$ cat config.mk
export PLATFORM = sky130hd
export DESIGN_NAME = gene_attractor_classifier_flat
export DESIGN_NICKNAME = d
export VERILOG_FILES = /design/src/rtl/gene_attractor_classifier_if.sv /design/src/rtl/gene_attractor_classifier.sv /design/src/flat_wrapper.sv
export SDC_FILE = /design/constraint.sdc
export NUM_CORES = 1
export LEC_CHECK = 0
export ABC_AREA = 1
export BUFFER_PORTS_ARGS = -buffer_cell sky130_fd_sc_hd__buf_2
export CAP_MARGIN = 40
export CELL_PAD_IN_SITES_DETAIL_PLACEMENT = 1
export CELL_PAD_IN_SITES_GLOBAL_PLACEMENT = 2
export CORE_MARGIN = 2
export CORE_UTILIZATION = 30
export DETAILED_ROUTE_END_ITERATION = 16
export GPL_ROUTABILITY_DRIVEN = 0
export GPL_TIMING_DRIVEN = 0
export PLACE_DENSITY = 0.74
export SYNTH_ARGS = -nofsm -noshare
export SYNTH_HDL_FRONTEND = slang
export SYNTH_SLANG_ARGS = --single-unit
$ cat constraint.sdc
create_clock -name clk -period 2.1 [get_ports clk]
set_clock_uncertainty 0.05 [all_clocks]
set_input_delay 0.525 -clock clk [delete_from_list [all_inputs] [get_ports clk]]
set_output_delay 0.525 -clock clk [all_outputs]
set_load 0.05 [all_outputs]
$ cat src/rtl/gene_attractor_classifier_if.sv
// gene_attractor_classifier_if: request/result handshake plus the gene_net successor port.
interface gene_attractor_classifier_if #(parameter int N = 8);
   logic         in_valid;
   logic         in_ready;
   logic [N-1:0] init_val;
   logic [N-1:0] net_state;
   logic [N-1:0] net_next;
   logic         out_valid;
   logic         out_ready;
   logic         res_fixed;
   logic [N:0]   res_cycle_len;
   logic [N-1:0] res_min_state;
   logic         res_timeout;
   modport master (
      output in_valid, init_val, net_next, out_ready,
      input  in_ready, net_state, out_valid, res_fixed, res_cycle_len, res_min_state, res_timeout
   );
   modport slave (
      input  in_valid, init_val, net_next, out_ready,
      output in_ready, net_state, out_valid, res_fixed, res_cycle_len, res_min_state, res_timeout
   );
endinterface

$ cat src/rtl/gene_attractor_classifier.sv
// gene_attractor_classifier: Brent cycle detection over an external gene_net, then one walk
// around the cycle to find its length and minimum state (the canonical attractor ID).
module gene_attractor_classifier #(
   parameter int N         = 8,
   parameter int MAX_STEPS = 1024
) (
   input logic clk,
   input logic rst,
   gene_attractor_classifier_if.slave io_bus
);
   localparam int SW = $clog2(MAX_STEPS) + 1;
   localparam logic [N+1:0] L1 = (N+2)'(1);
   typedef enum logic [2:0] {S_IDLE, S_LOAD, S_SEARCH, S_WALK, S_DONE} state_t;
   state_t         r_state;
   logic [N-1:0]   r_tort, r_hare, r_min, r_res_min;
   logic [N+1:0]   r_lam, r_power, r_cnt;
   logic [SW-1:0]  r_steps;
   logic [N:0]     r_res_len;
   logic           r_res_fixed, r_res_to, r_out_valid;
   logic [N-1:0]   w_next, w_walk_min, w_fin_min;
   logic           w_match, w_to, w_busy, w_fin;
   assign w_next     = io_bus.net_next;
   assign w_walk_min = (w_next < r_min) ? w_next : r_min;
   assign w_match    = r_tort == r_hare;
   assign w_to       = r_steps == SW'(MAX_STEPS - 1);
   assign w_busy     = r_state == S_LOAD || r_state == S_SEARCH || r_state == S_WALK;
   // Finishing on the same edge as the step budget runs out still counts as a completion.
   assign w_fin      = (r_state == S_SEARCH && w_match && r_lam == L1) || (r_state == S_WALK && r_cnt == L1);
   assign w_fin_min  = (r_state == S_SEARCH) ? r_hare : w_walk_min;
   assign io_bus.in_ready      = r_state == S_IDLE && !rst;
   assign io_bus.net_state     = r_hare;
   assign io_bus.out_valid     = r_out_valid;
   assign io_bus.res_fixed     = r_res_fixed;
   assign io_bus.res_cycle_len = r_res_len;
   assign io_bus.res_min_state = r_res_min;
   assign io_bus.res_timeout   = r_res_to;
   always_ff @(posedge clk) begin
      if (rst) begin
         r_state     <= S_IDLE;
         r_tort      <= '0;
         r_hare      <= '0;
         r_min       <= '0;
         r_lam       <= '0;
         r_power     <= '0;
         r_cnt       <= '0;
         r_steps     <= '0;
         r_out_valid <= 1'b0;
         r_res_fixed <= 1'b0;
         r_res_len   <= '0;
         r_res_min   <= '0;
         r_res_to    <= 1'b0;
      end else if (w_fin || (w_busy && w_to)) begin
         r_state     <= S_DONE;
         r_out_valid <= 1'b1;
         r_res_to    <= !w_fin;
         r_res_fixed <= w_fin && r_lam == L1;
         r_res_len   <= w_fin ? r_lam[N:0] : '0;
         r_res_min   <= w_fin ? w_fin_min : '0;
      end else begin
         case (r_state)
            S_IDLE: if (io_bus.in_valid) begin
               r_tort  <= io_bus.init_val;
               r_hare  <= io_bus.init_val;
               r_steps <= '0;
               r_state <= S_LOAD;
            end
            S_LOAD: begin
               r_hare  <= w_next;
               r_lam   <= L1;
               r_power <= L1;
               r_steps <= r_steps + SW'(1);
               r_state <= S_SEARCH;
            end
            S_SEARCH: begin
               r_steps <= r_steps + SW'(1);
               if (w_match) begin
                  r_min   <= r_hare;
                  r_cnt   <= r_lam - L1;
                  r_state <= S_WALK;
               end else if (r_power == r_lam) begin
                  r_tort  <= r_hare;
                  r_power <= r_power << 1;
                  r_lam   <= L1;
                  r_hare  <= w_next;
               end else begin
                  r_lam  <= r_lam + L1;
                  r_hare <= w_next;
               end
            end
            S_WALK: begin
               r_hare  <= w_next;
               r_min   <= w_walk_min;
               r_cnt   <= r_cnt - L1;
               r_steps <= r_steps + SW'(1);
            end
            S_DONE: if (io_bus.out_ready) begin
               r_out_valid <= 1'b0;
               r_state     <= S_IDLE;
            end
            default: r_state <= S_IDLE;
         endcase
      end
   end
endmodule

$ cat src/flat_wrapper.sv
// flat-port wrapper written by rule: the top's interface ports become plain ports
module gene_attractor_classifier_flat 
#(
   parameter int N         = 8,
   parameter int MAX_STEPS = 1024
)
  (clk, rst, io_bus_in_valid, io_bus_init_val, io_bus_net_next, io_bus_out_ready, io_bus_in_ready, io_bus_net_state, io_bus_out_valid, io_bus_res_fixed, io_bus_res_cycle_len, io_bus_res_min_state, io_bus_res_timeout);
  gene_attractor_classifier_if #(.N(N)) io_bus_i ();
  input logic clk;
  input logic rst;
  input wire logic [$bits(io_bus_i.in_valid)-1:0] io_bus_in_valid;
  input wire logic [$bits(io_bus_i.init_val)-1:0] io_bus_init_val;
  input wire logic [$bits(io_bus_i.net_next)-1:0] io_bus_net_next;
  input wire logic [$bits(io_bus_i.out_ready)-1:0] io_bus_out_ready;
  output wire logic [$bits(io_bus_i.in_ready)-1:0] io_bus_in_ready;
  output wire logic [$bits(io_bus_i.net_state)-1:0] io_bus_net_state;
  output wire logic [$bits(io_bus_i.out_valid)-1:0] io_bus_out_valid;
  output wire logic [$bits(io_bus_i.res_fixed)-1:0] io_bus_res_fixed;
  output wire logic [$bits(io_bus_i.res_cycle_len)-1:0] io_bus_res_cycle_len;
  output wire logic [$bits(io_bus_i.res_min_state)-1:0] io_bus_res_min_state;
  output wire logic [$bits(io_bus_i.res_timeout)-1:0] io_bus_res_timeout;
  assign io_bus_i.in_valid = io_bus_in_valid;
  assign io_bus_i.init_val = io_bus_init_val;
  assign io_bus_i.net_next = io_bus_net_next;
  assign io_bus_i.out_ready = io_bus_out_ready;
  assign io_bus_in_ready = io_bus_i.in_ready;
  assign io_bus_net_state = io_bus_i.net_state;
  assign io_bus_out_valid = io_bus_i.out_valid;
  assign io_bus_res_fixed = io_bus_i.res_fixed;
  assign io_bus_res_cycle_len = io_bus_i.res_cycle_len;
  assign io_bus_res_min_state = io_bus_i.res_min_state;
  assign io_bus_res_timeout = io_bus_i.res_timeout;
  gene_attractor_classifier #(.N(N), .MAX_STEPS(MAX_STEPS)) u_core (.clk(clk), .rst(rst), .io_bus(io_bus_i));
endmodule
Word-level counts from Yosys, hierarchy flattened --
Index checks and enable logic that the tools add are counted.
Operators by class: equality and inequality tests 18, add/subtract/negate cells 4, multiply operators 0, divide/modulo/power cells 0, order comparisons 1, shift operators 0, bitwise logic cells 2, reductions and logical operators 32, multiplexer cells 30
Operators with widths (number):
- $mux 8 | 8
- $pmux 10 s2 | 3
- $mux 10 | 5
- $pmux 8 s2 | 2
- $pmux 8 s3 | 1
- $pmux 11 s2 | 1
- $eq 10x1->1 const B | 2
- $sub 10x1->10 const B | 2
- $reduce_and 4->1 | 4
- $pmux 3 s5 | 1
- $mux 3 | 4
- $reduce_bool 2->1 | 6
- $add 11x1->11 const B | 1
- $eq 11x10->1 const B | 1
- $mux 11 | 1
- $add 10x1->10 const B | 1
- $eq 10x10->1 | 1
- $ne 2x2->1 const B | 5
- $mux 9 | 1
- $reduce_and 3->1 | 3
- $eq 8x8->1 | 1
- $lt 8x8->1 | 1
- $eq 3x2->1 const B | 2
- $logic_and 1x1->1 | 6
- other kinds (15) | 24
Storage, ports and cells: ROM bits 0, memories 0, latch bits 0, output and inout port bits 29, register bits after elaboration 88, logic and storage cells 101, RAM bits 0, input port bits 20

Depth between registers and ports, before layout --
Gate-level depths: netlist of the first run.
depth in word-level cells 7, depth in mapped cells 15, depth with buffers taken out 14

Least setup slack after synthesis of the first run --
Ideal clock, no wire load.
path type input to output, from input port rst, to output port io_bus_in_ready, data arrival time 1586 ps, required time 1525 ps, stages 3, path buffers 2, slack -61 ps, path through clkbuf_1 clkbuf_1 nor2_1
Between the ends: cells in the longest elaborated chain, start to end 2
Ends and longest elaborated chain:
- start, declared | RTL line flat_wrapper.sv:10 | input logic rst;
- $logic_not 1->1 | RTL line gene_attractor_classifier.sv:30 | assign io_bus.in_ready = r_state == S_IDLE && !rst;
- $logic_and 1x1->1 | RTL line gene_attractor_classifier.sv:30
- end, declared | RTL line flat_wrapper.sv:15 | output wire logic [$bits(io_bus_i.in_ready)-1:0] io_bus_in_ready;
Every way passes these cells.

Worst setup path after layout of the first run --
from register u_core.r_state[0], to output port io_bus_in_ready
Between the ends: cells in the longest elaborated chain, start to end 2
Ends and longest elaborated chain:
- start, declared | RTL line gene_attractor_classifier.sv:14 | state_t r_state;
- start signal, assigned | RTL line gene_attractor_classifier.sv:39 | r_state <= S_IDLE;
- start signal, assigned | RTL line gene_attractor_classifier.sv:53 | r_state <= S_DONE;
- start signal, assigned | RTL line gene_attractor_classifier.sv:65 | r_state <= S_LOAD;
- $logic_not 3->1 | RTL line gene_attractor_classifier.sv:30
- $logic_and 1x1->1 | RTL line gene_attractor_classifier.sv:30
Every way passes these cells.

==> results.toml, run 1 <==
[synthesis]
ys_seq_area_share_pct = 32.6
synth_top_cell_by_area = "dfxtp_1"
syn_nets = 868
synth.most_common_cell = "nand2_1"
synthTopCellsByCount = "nand2_1, dfxtp_1, nor2_1"
ys_seq_elements = 88
synth_area_per_cell_sq_um = 6.46
synth_top_cells_by_area = "dfxtp_1, nand2_1, nor2_1"
synthFlopType = "dfxtp_1"
synth_edf_count = 0
ys_warn_count = 0
synth_cell_type_count = 41
synth_top_area_share_pct = 32.6
syn_inst = 835
netlist_area_sq_um = 5400
synthArstFlopShare_pct = 0

[sta]
finalHoldViolCount = 0
timing.final.ws_setup_ps = 48.7
grt_setup_unrepaired = "yes"
min_period_ps = 2050
slew_viol_final = 0
worst_slew_pin_slew_ps = 669
hold-worst-slack_ps = 401
final.period_utilization_pct = 97.7
setup_viol = 0
fmax_mhz = 488
slew-limit-headroom_pct = 55.4
final.setup.tns_ps = 0

[setup_path]
start_kind = "register"
critPathCaptureType = "output pin"
critPathSlowestCell = "dfxtp_2"
cp_top_family = "simple AND/OR/NAND/NOR gates"
crit_fanout = 3
critical_path_arrival_ps = 1480
critPathMaxStageDelay_ps = 350
worst-path-buf-inv = 3
path_common_cell = "nor2_1"
crit_type = "reg2out"
crit_required_ps = 1520
crit_chain = "nor2_1 > inv_2 > nor2_1 > inv_1 > nor2_2 > buf_4"

[floorplanning]
start_util_pct = 30.4
row_count = 49
die_y_um = 138
die_area_sq_um = 19100
die_w_um = 138
core_sq_um = 17800
ios = 49

[cts]
clkTransAtPathRegs_ps = 70
clock_sinks = 88
cts_tree = "done"
cts_made_buffers = 9
clkLatencyLatePin_ps = 350
cts_max_path_buffers = 2
postCtsHoldBufs = 0
cts-root-buf = "clkbuf_16"
htree_num_levels = 3

[route]
wl_mm = 19.5
drc_errors = 0
num_vias = 5667
wl_per_cell_um = 16.9
met1Wirelength_mm = 8.76
wl_met2_mm = 9.82
top_layer_used = "met4"
drt_iter0_drc = 283
dr_wl_met3_um = 468
firstDrtPassIters = 4
ant_nets = 0
viasPerCell = 4.93

[power_and_ir_drop]
switching_share_pct = 41.7
cellLeakagePower_uw = 0.00295
seqPwrFrac_pct = 31.5
vdd_drop_max_v = 0.000442
p_int_uw = 4050
power_density_nw_per_um2 = 1040
clkPwrFrac_pct = 25.9
p_sw_uw = 2900
p_comb_share_pct = 42.6

[grt]
grt_max_degree = 15
antenna_found_initial = 0
grt-ovfl-total = 0
grt_pass1_wl_mm = 31.6
grt_pass1_vias = 5914
track_usage_pct = 20.5

[outcome]
status = "complete, no violations"

[place]
place_inst = 1111
dp_slack_ps = -780
dpl.hpwl_mm = 14.5
port_buffers = 47

[finish]
final_layout_size_suffix_gt1_share_pct = 23.5
diodes = 0
area_growth_pct = 23.9
fillers = 2332
nets = 950
stdcell_count = 1150

[worst_hold_path]
hold_path_class = "reg2reg"

[run]
max_cap_viol_count = 0
-- power groups by stage --
stage / logic [uW] / clock network [uW] / registers [uW]
floorplan: 1820 / 0 / 2260
global placement: 2610 / 0 / 2180
detailed placement: 2680 / 0 / 2190
CTS: 2820 / 1860 / 2170
global route: 3310 / 1920 / 2230
finish: 2960 / 1800 / 2190
-- flip-flops by register name, summed over array words and instances, names as in the netlist --
signal and cells:
u_core.r_power 10, u_core.r_cnt 10, u_core.r_steps 11, u_core.io_bus.res_timeout 1, u_core.io_bus.out_valid 1, u_core.r_state 3, u_core.r_lam 10, u_core.io_bus.res_cycle_len 9
u_core.io_bus.res_fixed 1, u_core.io_bus.net_state 8, u_core.io_bus.res_min_state 8, u_core.r_tort 8, u_core.r_min 8
-- cell usage in the layout (no fill, tap or decap), drive strengths merged, types with 8 or more instances in the layout --
master / count
a21oi: 40
buf: 84
clkbuf: 27
dfxtp: 88
ha: 13
inv: 80
nand2: 250
nand3: 62
nand3b: 8
nor2: 118
nor3: 30
o21ai: 70
o21bai: 8
xor2: 17
-- worst reg2reg max path, stage by stage (launching register included) --
cell	delay, ps
dfxtp_1	380
inv_4	130
nand4_1	180
nor3_4	310
nand3_4	150
nand3_4	150
nor2_1	80
buf_6	140
buf_6	150
a21oi_2	120
nor2_1	40
-- per-layer routing --
layer,vias to the layer above,track usage (%)
met5,-,0
met4,0,7.20
met3,21,2.29
met2,81,35.7
met1,2721,26.2
li1,2844,-
-- repair_timing --
item / CTS / global route
resized for setup: 50 / 46
buffers inserted: 9 / 13
pin swaps: 9 / 8
cloned: 1 / 1
endpoints found under the setup margin: 84 / 85
-- worst paths after layout --
path | slack (ps) | cells past startpoint | endpoint | startpoint
hold / removal | 400 | 2 | u_core.io_bus.res_min_state[5]$_SDFFE_PP0P_ | u_core.io_bus.res_min_state[5]$_SDFFE_PP0P_
hold reg to reg | 400 | 2 | u_core.io_bus.res_min_state[5]$_SDFFE_PP0P_ | u_core.io_bus.res_min_state[5]$_SDFFE_PP0P_
setup reg to reg | 110 | 10 | u_core.r_cnt[7]$_SDFFE_PP0P_ | u_core.r_lam[5]$_SDFFE_PP0P_
setup / recovery | 50 | 6 | io_bus_in_ready | u_core.r_state[0]$_SDFFE_PP0P_
-- metrics by stage --
step | power (uW) | instance area [sq um] | utilization (%)
floorplan | 4070 | 5400 | -
global placement | 4790 | 5920 | 33.3
detailed placement | 4870 | 5920 | 33.3
CTS | 6850 | 6460 | 36.3
global route | 7460 | 6690 | 37.6
finish | 6950 | 6690 | 37.6
-- layout make-up --
class	count	area, sq um	share of cell area [%]
inverters	82	318	4.75
well taps	229	287	4.28
multi-input cells	636	3330	49.7
clock buffers	11	253	3.78
flip-flops and latches	88	1800	27.0
repair buffers	70	410	6.14
plain buffers	30	214	3.20
clock inverters	4	77.6	1.16
-- logic make-up (layout without fill, tap and decap cells) --
kind of cell	count (synthesis)	in the layout	synth area share, %
buf+inv	112	197	8.88
compound gates	125	125	12.3
simple gates	477	478	39.9
flops	88	88	32.6
fa+ha+maj	13	13	3.01
xor+xnor	20	20	3.25
Note: power is estimated with default switching activity, not from simulation.
==> run 2: changes to the inputs <==
Settings changed: CORE_MARGIN 2 to 3, CTS_CLUSTER_SIZE set to 16.
==> run 2 against run 1 <==
Against the previous run:
- first-iteration DRC count shrank 29%
- final cell count fell by 0.87%
- critical path depth fell by 2
- die area increased by 2.9%
- sequential share of layout area is essentially flat
- register-to-register slack lost 30 ps
- hold slack better by 6.9 ps
- via count is 0.19% higher
- setup slack improved by 11 ps
- count of clock-buffer cells in the layout increased by 1
==> results.toml, run 2 (synthesis gave the netlist of run 1 again) <==
[outcome]
status = "complete, no violations"

[floorplanning]
die_y_um = 140
die_w_um = 140
start_util_pct = 30.9
row_count = 48
ios = 49
core_sq_um = 17500
die_area_sq_um = 19600

[sta]
setup_viol = 0
timing.final.ws_setup_ps = 60.0
min_period_ps = 2040
fmax_mhz = 490
finalHoldViolCount = 0
slew-limit-headroom_pct = 50.0
final.period_utilization_pct = 97.1
grt_setup_unrepaired = "yes"
final.setup.tns_ps = 0
worst_slew_pin_slew_ps = 751
slew_viol_final = 0

[grt]
track_usage_pct = 19.7
antenna_found_initial = 0
grt-ovfl-total = 0
grt_pass1_wl_mm = 31.2
grt_max_degree = 15
grt_pass1_vias = 5807

[setup_path]
critical_path_arrival_ps = 1460
start_kind = "primary input"
crit_fanout = 10
ff2ff_setup_slack_ps = 80
crit_required_ps = 1520
rr_startpoint = "u_core.r_state[1]$_SDFFE_PP0P_"
critPathCaptureType = "output pin"
r2r-end = "u_core.r_power[9]$_SDFFE_PP0P_"
rr_worst_depth = 10
crit_type = "in2out"

[cts]
clkTransAtPathRegs_ps = 70
cts-root-buf = "clkbuf_16"
postCtsHoldBufs = 0
cts_made_buffers = 9
cts_tree = "done"
clkLatencyLatePin_ps = 350
htree_num_levels = 3
clock_sinks = 88
cts_max_path_buffers = 2

[power_and_ir_drop]
finalPower_uw = 7010
cellLeakagePower_uw = 0.00291
vdd_drop_max_v = 0.000433
power_density_nw_per_um2 = 1050

[route]
wl_mm = 19.3
wl_per_cell_um = 17.0
drt_iter0_drc = 200
ant_nets = 0
firstDrtPassIters = 4
num_vias = 5678
drc_errors = 0
viasPerCell = 4.98

[place]
dpl_cell_area_sq_um = 5920
port_buffers = 47
dp_slack_ps = -727
dpl.hpwl_mm = 14.5

[finish]
nets = 943
fillers = 2267
diodes = 0
final_cell_mix = "nand2_1, nor2_1, dfxtp_1"
regMostFlops = "u_core.r_steps"
design_area_sq_um = 6650
final_common_cell = "nand2_1"
largest_reg_flops = 11
area_growth_pct = 23.3
final_layout_size_suffix_gt1_share_pct = 23.0

[worst_hold_path]
hold_end = "u_core.io_bus.res_min_state[4]$_SDFFE_PP0P_"
hold_path_depth = 2
hold_path_class = "reg2reg"
min_from = "u_core.io_bus.res_min_state[4]$_SDFFE_PP0P_"

[run]
max_cap_viol_count = 0
## run 2: per-layer routing
layer	global-route usage [%]	up-vias	wire [um]
li1	-	2831	-
met1	25.8	2766	9000
met2	34.6	66	9580
met3	2.22	15	524
met4	4.74	0	223
met5	0	-	0
## run 2: critical path: stages
cell	delay [ps]
clkbuf_2	260
clkbuf_2	400
nor2_2	80
buf_4	200
## run 2: where the power goes
group / total (uW) / switching [uW] / leakage [uW] / internal [uW]
sequential: 2180 / 268 / 0.000725 / 1910
clock: 1820 / 711 / 0.000159 / 1110
combinational: 3010 / 1960 / 0.00203 / 1050
total: 7010 / 2940 / 0.00291 / 4070
## run 2: cell type report
cell class,instances,area (sq um),share of cell area [%]
multi-input combinational,635,3350,50.3
tap,225,282,4.23
clock buffer,12,256,3.85
sequential,88,1800,27.0
buffer,30,216,3.25
clock inverter,4,76.3,1.15
timing repair buffer,64,365,5.49
inverter,82,314,4.72
## run 2: how the worst max path moves through the flow
stage | startpoint | endpoint | slack (ps) | cells after the start
after CTS | u_core.r_min[7]$_SDFFE_PP0P_ | u_core.io_bus.res_min_state[1]$_SDFFE_PP0P_ | 2 | 12
after floorplan | u_core.io_bus.net_state[5]$_SDFFE_PP0P_ | u_core.r_tort[0]$_SDFFE_PP0P_ | 5 | 13
final | rst | io_bus_in_ready | 60 | 4
after global placement | io_bus_net_next[1] | u_core.io_bus.res_min_state[1]$_SDFFE_PP0P_ | -710 | 13
after global routing | u_core.r_state[1]$_SDFFE_PP0P_ | u_core.r_power[4]$_SDFFE_PP0P_ | -70 | 10
after detailed placement | io_bus_net_next[1] | u_core.io_bus.res_min_state[1]$_SDFFE_PP0P_ | -730 | 13
## run 2: through the flow
step | std cells | util, % | hold WS, ps
after CTS | 1128 | 36.8 | 409
after floorplan | 835 | - | 389
after detailed placement | 1107 | 33.9 | 396
after global routing | 1140 | 38.1 | 433
after global placement | 1107 | 33.9 | 386
final | 1140 | 38.1 | 408
## run 2: repair_timing
action,4_1_cts,5_1_grt
pin swaps,8,14
endpoints found under the setup margin,84,75
resized for setup,54,47
setup buffers,4,12
cloned,1,0
==> run 3: changes to the inputs <==
Settings changed: BUFFER_PORTS_ARGS -buffer_cell sky130_fd_sc_hd__buf_2 to unset, CORE_UTILIZATION 30 to 32, DONT_BUFFER_PORTS set to 1.
==> run 3 against run 2 <==
Against the previous run:
- sequential power grew 9%
- global-route usage grew 1.8 points
- die area shrank 6.0%
- wire length grew 2.6%
- non-clock buffer count shrank 37
- critical path type is now reg2reg
==> results.toml, run 3 (synthesis gave the netlist of run 1 again) <==
[outcome]
status = "complete, no violations"

[sta]
slew-limit-headroom_pct = 52.9
fmax_mhz = 479
min_period_ps = 2090
finalHoldViolCount = 0
hold-worst-slack_ps = 362
final.period_utilization_pct = 99.4
grt_setup_unrepaired = "yes"
slew_viol_final = 0
setup_viol = 0
worst_slew_pin_slew_ps = 706

[grt]
grt-ovfl-total = 0
antenna_found_initial = 0
grt_max_degree = 15
grt_pass1_vias = 5671
track_usage_pct = 21.5
grt_pass1_wl_mm = 30.8

[setup_path]
critPathCaptureType = "register"
crit_type = "reg2reg"
crit_required_ps = 2300
crit_fanout = 10
critical_path_arrival_ps = 2290
ff2ff_setup_slack_ps = 10
start_kind = "register"

[place]
port_buffers = 0
dpl.hpwl_mm = 14.3
dpl_cell_area_sq_um = 5670

[cts]
clkLatencyLatePin_ps = 360
clkTransAtPathRegs_ps = 70
clock_sinks = 88
postCtsHoldBufs = 0
htree_num_levels = 3
cts_made_buffers = 9
cts-root-buf = "clkbuf_16"
cts_max_path_buffers = 2
cts_tree = "done"

[power_and_ir_drop]
p_int_uw = 3980
seqPwrFrac_pct = 33.9
p_comb_share_pct = 42.0
power_density_nw_per_um2 = 1060
switching_share_pct = 43.0
clkPwrFrac_pct = 24.1
vdd_drop_max_v = 0.000445
cellLeakagePower_uw = 0.00277
p_sw_uw = 3010

[floorplanning]
die_area_sq_um = 18500
row_count = 46
die_w_um = 136
ios = 49
core_sq_um = 16200
start_util_pct = 33.4
die_y_um = 136

[route]
firstDrtPassIters = 4
wl_per_cell_um = 18.1
viasPerCell = 5.10
wl_mm = 19.8
drt_iter0_drc = 245
drc_errors = 0
num_vias = 5582
ant_nets = 0

[finish]
diodes = 0
largest_reg_flops = 11
area_growth_pct = 22.6
nets = 906
final_layout_size_suffix_gt1_share_pct = 22.4
regMostFlops = "u_core.r_steps"
final_cell_mix = "nand2_1, nor2_1, dfxtp_1"
design_area_sq_um = 6620
final_common_cell = "nand2_1"

[run]
max_cap_viol_count = 0

[worst_hold_path]
hold_path_class = "in2reg"
-- run 3: changes by cell type in the layout (fill, tap and decap cells not counted), moves of 6 or more --
cell     change
buf_2       -46
a21oi_1      -8
nand2_1      -7
dfxtp_2      -7
inv_2        +7
a21oi_2      +8
inv_1        -6
-- run 3: metrics by stage --
step | util [%] | setup TNS (ps) | power, uW | setup slack [ps] | instances
after floorplan | - | 0 | 4070 | 5.09 | 835
after global placement | 35.1 | -39200 | 4720 | -639 | 1051
after detailed placement | 35.1 | -42260 | 4780 | -697 | 1051
after CTS | 38.6 | -35.2 | 6720 | -13.0 | 1076
after global routing | 40.9 | -3060 | 7480 | -96.1 | 1094
final | 40.9 | 0 | 6980 | 11.8 | 1094
-- run 3: final timing paths --
| path | cells after the start | to | startpoint |
|---|---|---|---|
| max | 11 | u_core.r_tort[7]$_SDFFE_PP0P_ | u_core.r_state[0]$_SDFFE_PP0P_ |
| min | 4 | u_core.io_bus.net_state[2]$_SDFFE_PP0P_ | io_bus_init_val[2] |
| max reg2reg | 11 | u_core.r_tort[7]$_SDFFE_PP0P_ | u_core.r_state[0]$_SDFFE_PP0P_ |
| min reg2reg | 2 | u_core.r_cnt[1]$_SDFFE_PP0P_ | u_core.r_cnt[1]$_SDFFE_PP0P_ |
-- run 3: final cells by class --
class | count | area, sq um
plain buffers | 30 | 246
clock buffers | 11 | 243
clock inverters | 5 | 56.3
fillers | 2077 | 9560
inverters | 82 | 315
multi-input cells | 635 | 3440
flip-flops and latches | 88 | 1800
well taps | 216 | 270
repair buffers | 27 | 243
-- run 3: what timing repair did --
| action | 4_1_cts | 5_1_grt |
|---|---|---|
| setup buffers | 8 | 16 |
| cloned | 1 | 2 |
| pin swaps | 12 | 22 |
| gates resized for setup | 68 | 75 |
| hold endpoints to repair | 0 | 0 |
| endpoints found under the setup margin | 89 | 77 |
-- run 3: worst max-delay path, stage by stage (launching register included) --
cell     delay, ps
dfxtp_2        400
buf_6          160
nand2_1        140
nor2_4         150
buf_4          200
nand4_1        180
nand2_2        190
nor2_4          70
and2_4         150
buf_12         130
nor2_2         100
nor2_2          40
-- run 3: power by group through the flow --
| stage | Combinational, uW | Clock (uW) | Sequential (uW) |
|---|---|---|---|
| after floorplan | 1820 | 0 | 2260 |
| after global routing | 3270 | 1800 | 2400 |
| final | 2930 | 1680 | 2370 |
| after detailed placement | 2430 | 0 | 2350 |
| after CTS | 2630 | 1740 | 2350 |
| after global placement | 2370 | 0 | 2350 |
-- run 3: layer usage --
layer / track usage [%] / share of wire, % / up-vias
met2: 36.9 / 49 / 79
met4: 5.26 / 1.4 / 0
met5: 0 / 0 / -
li1: - / - / 2763
met3: 5.07 / 4.6 / 23
met1: 27.4 / 45 / 2717
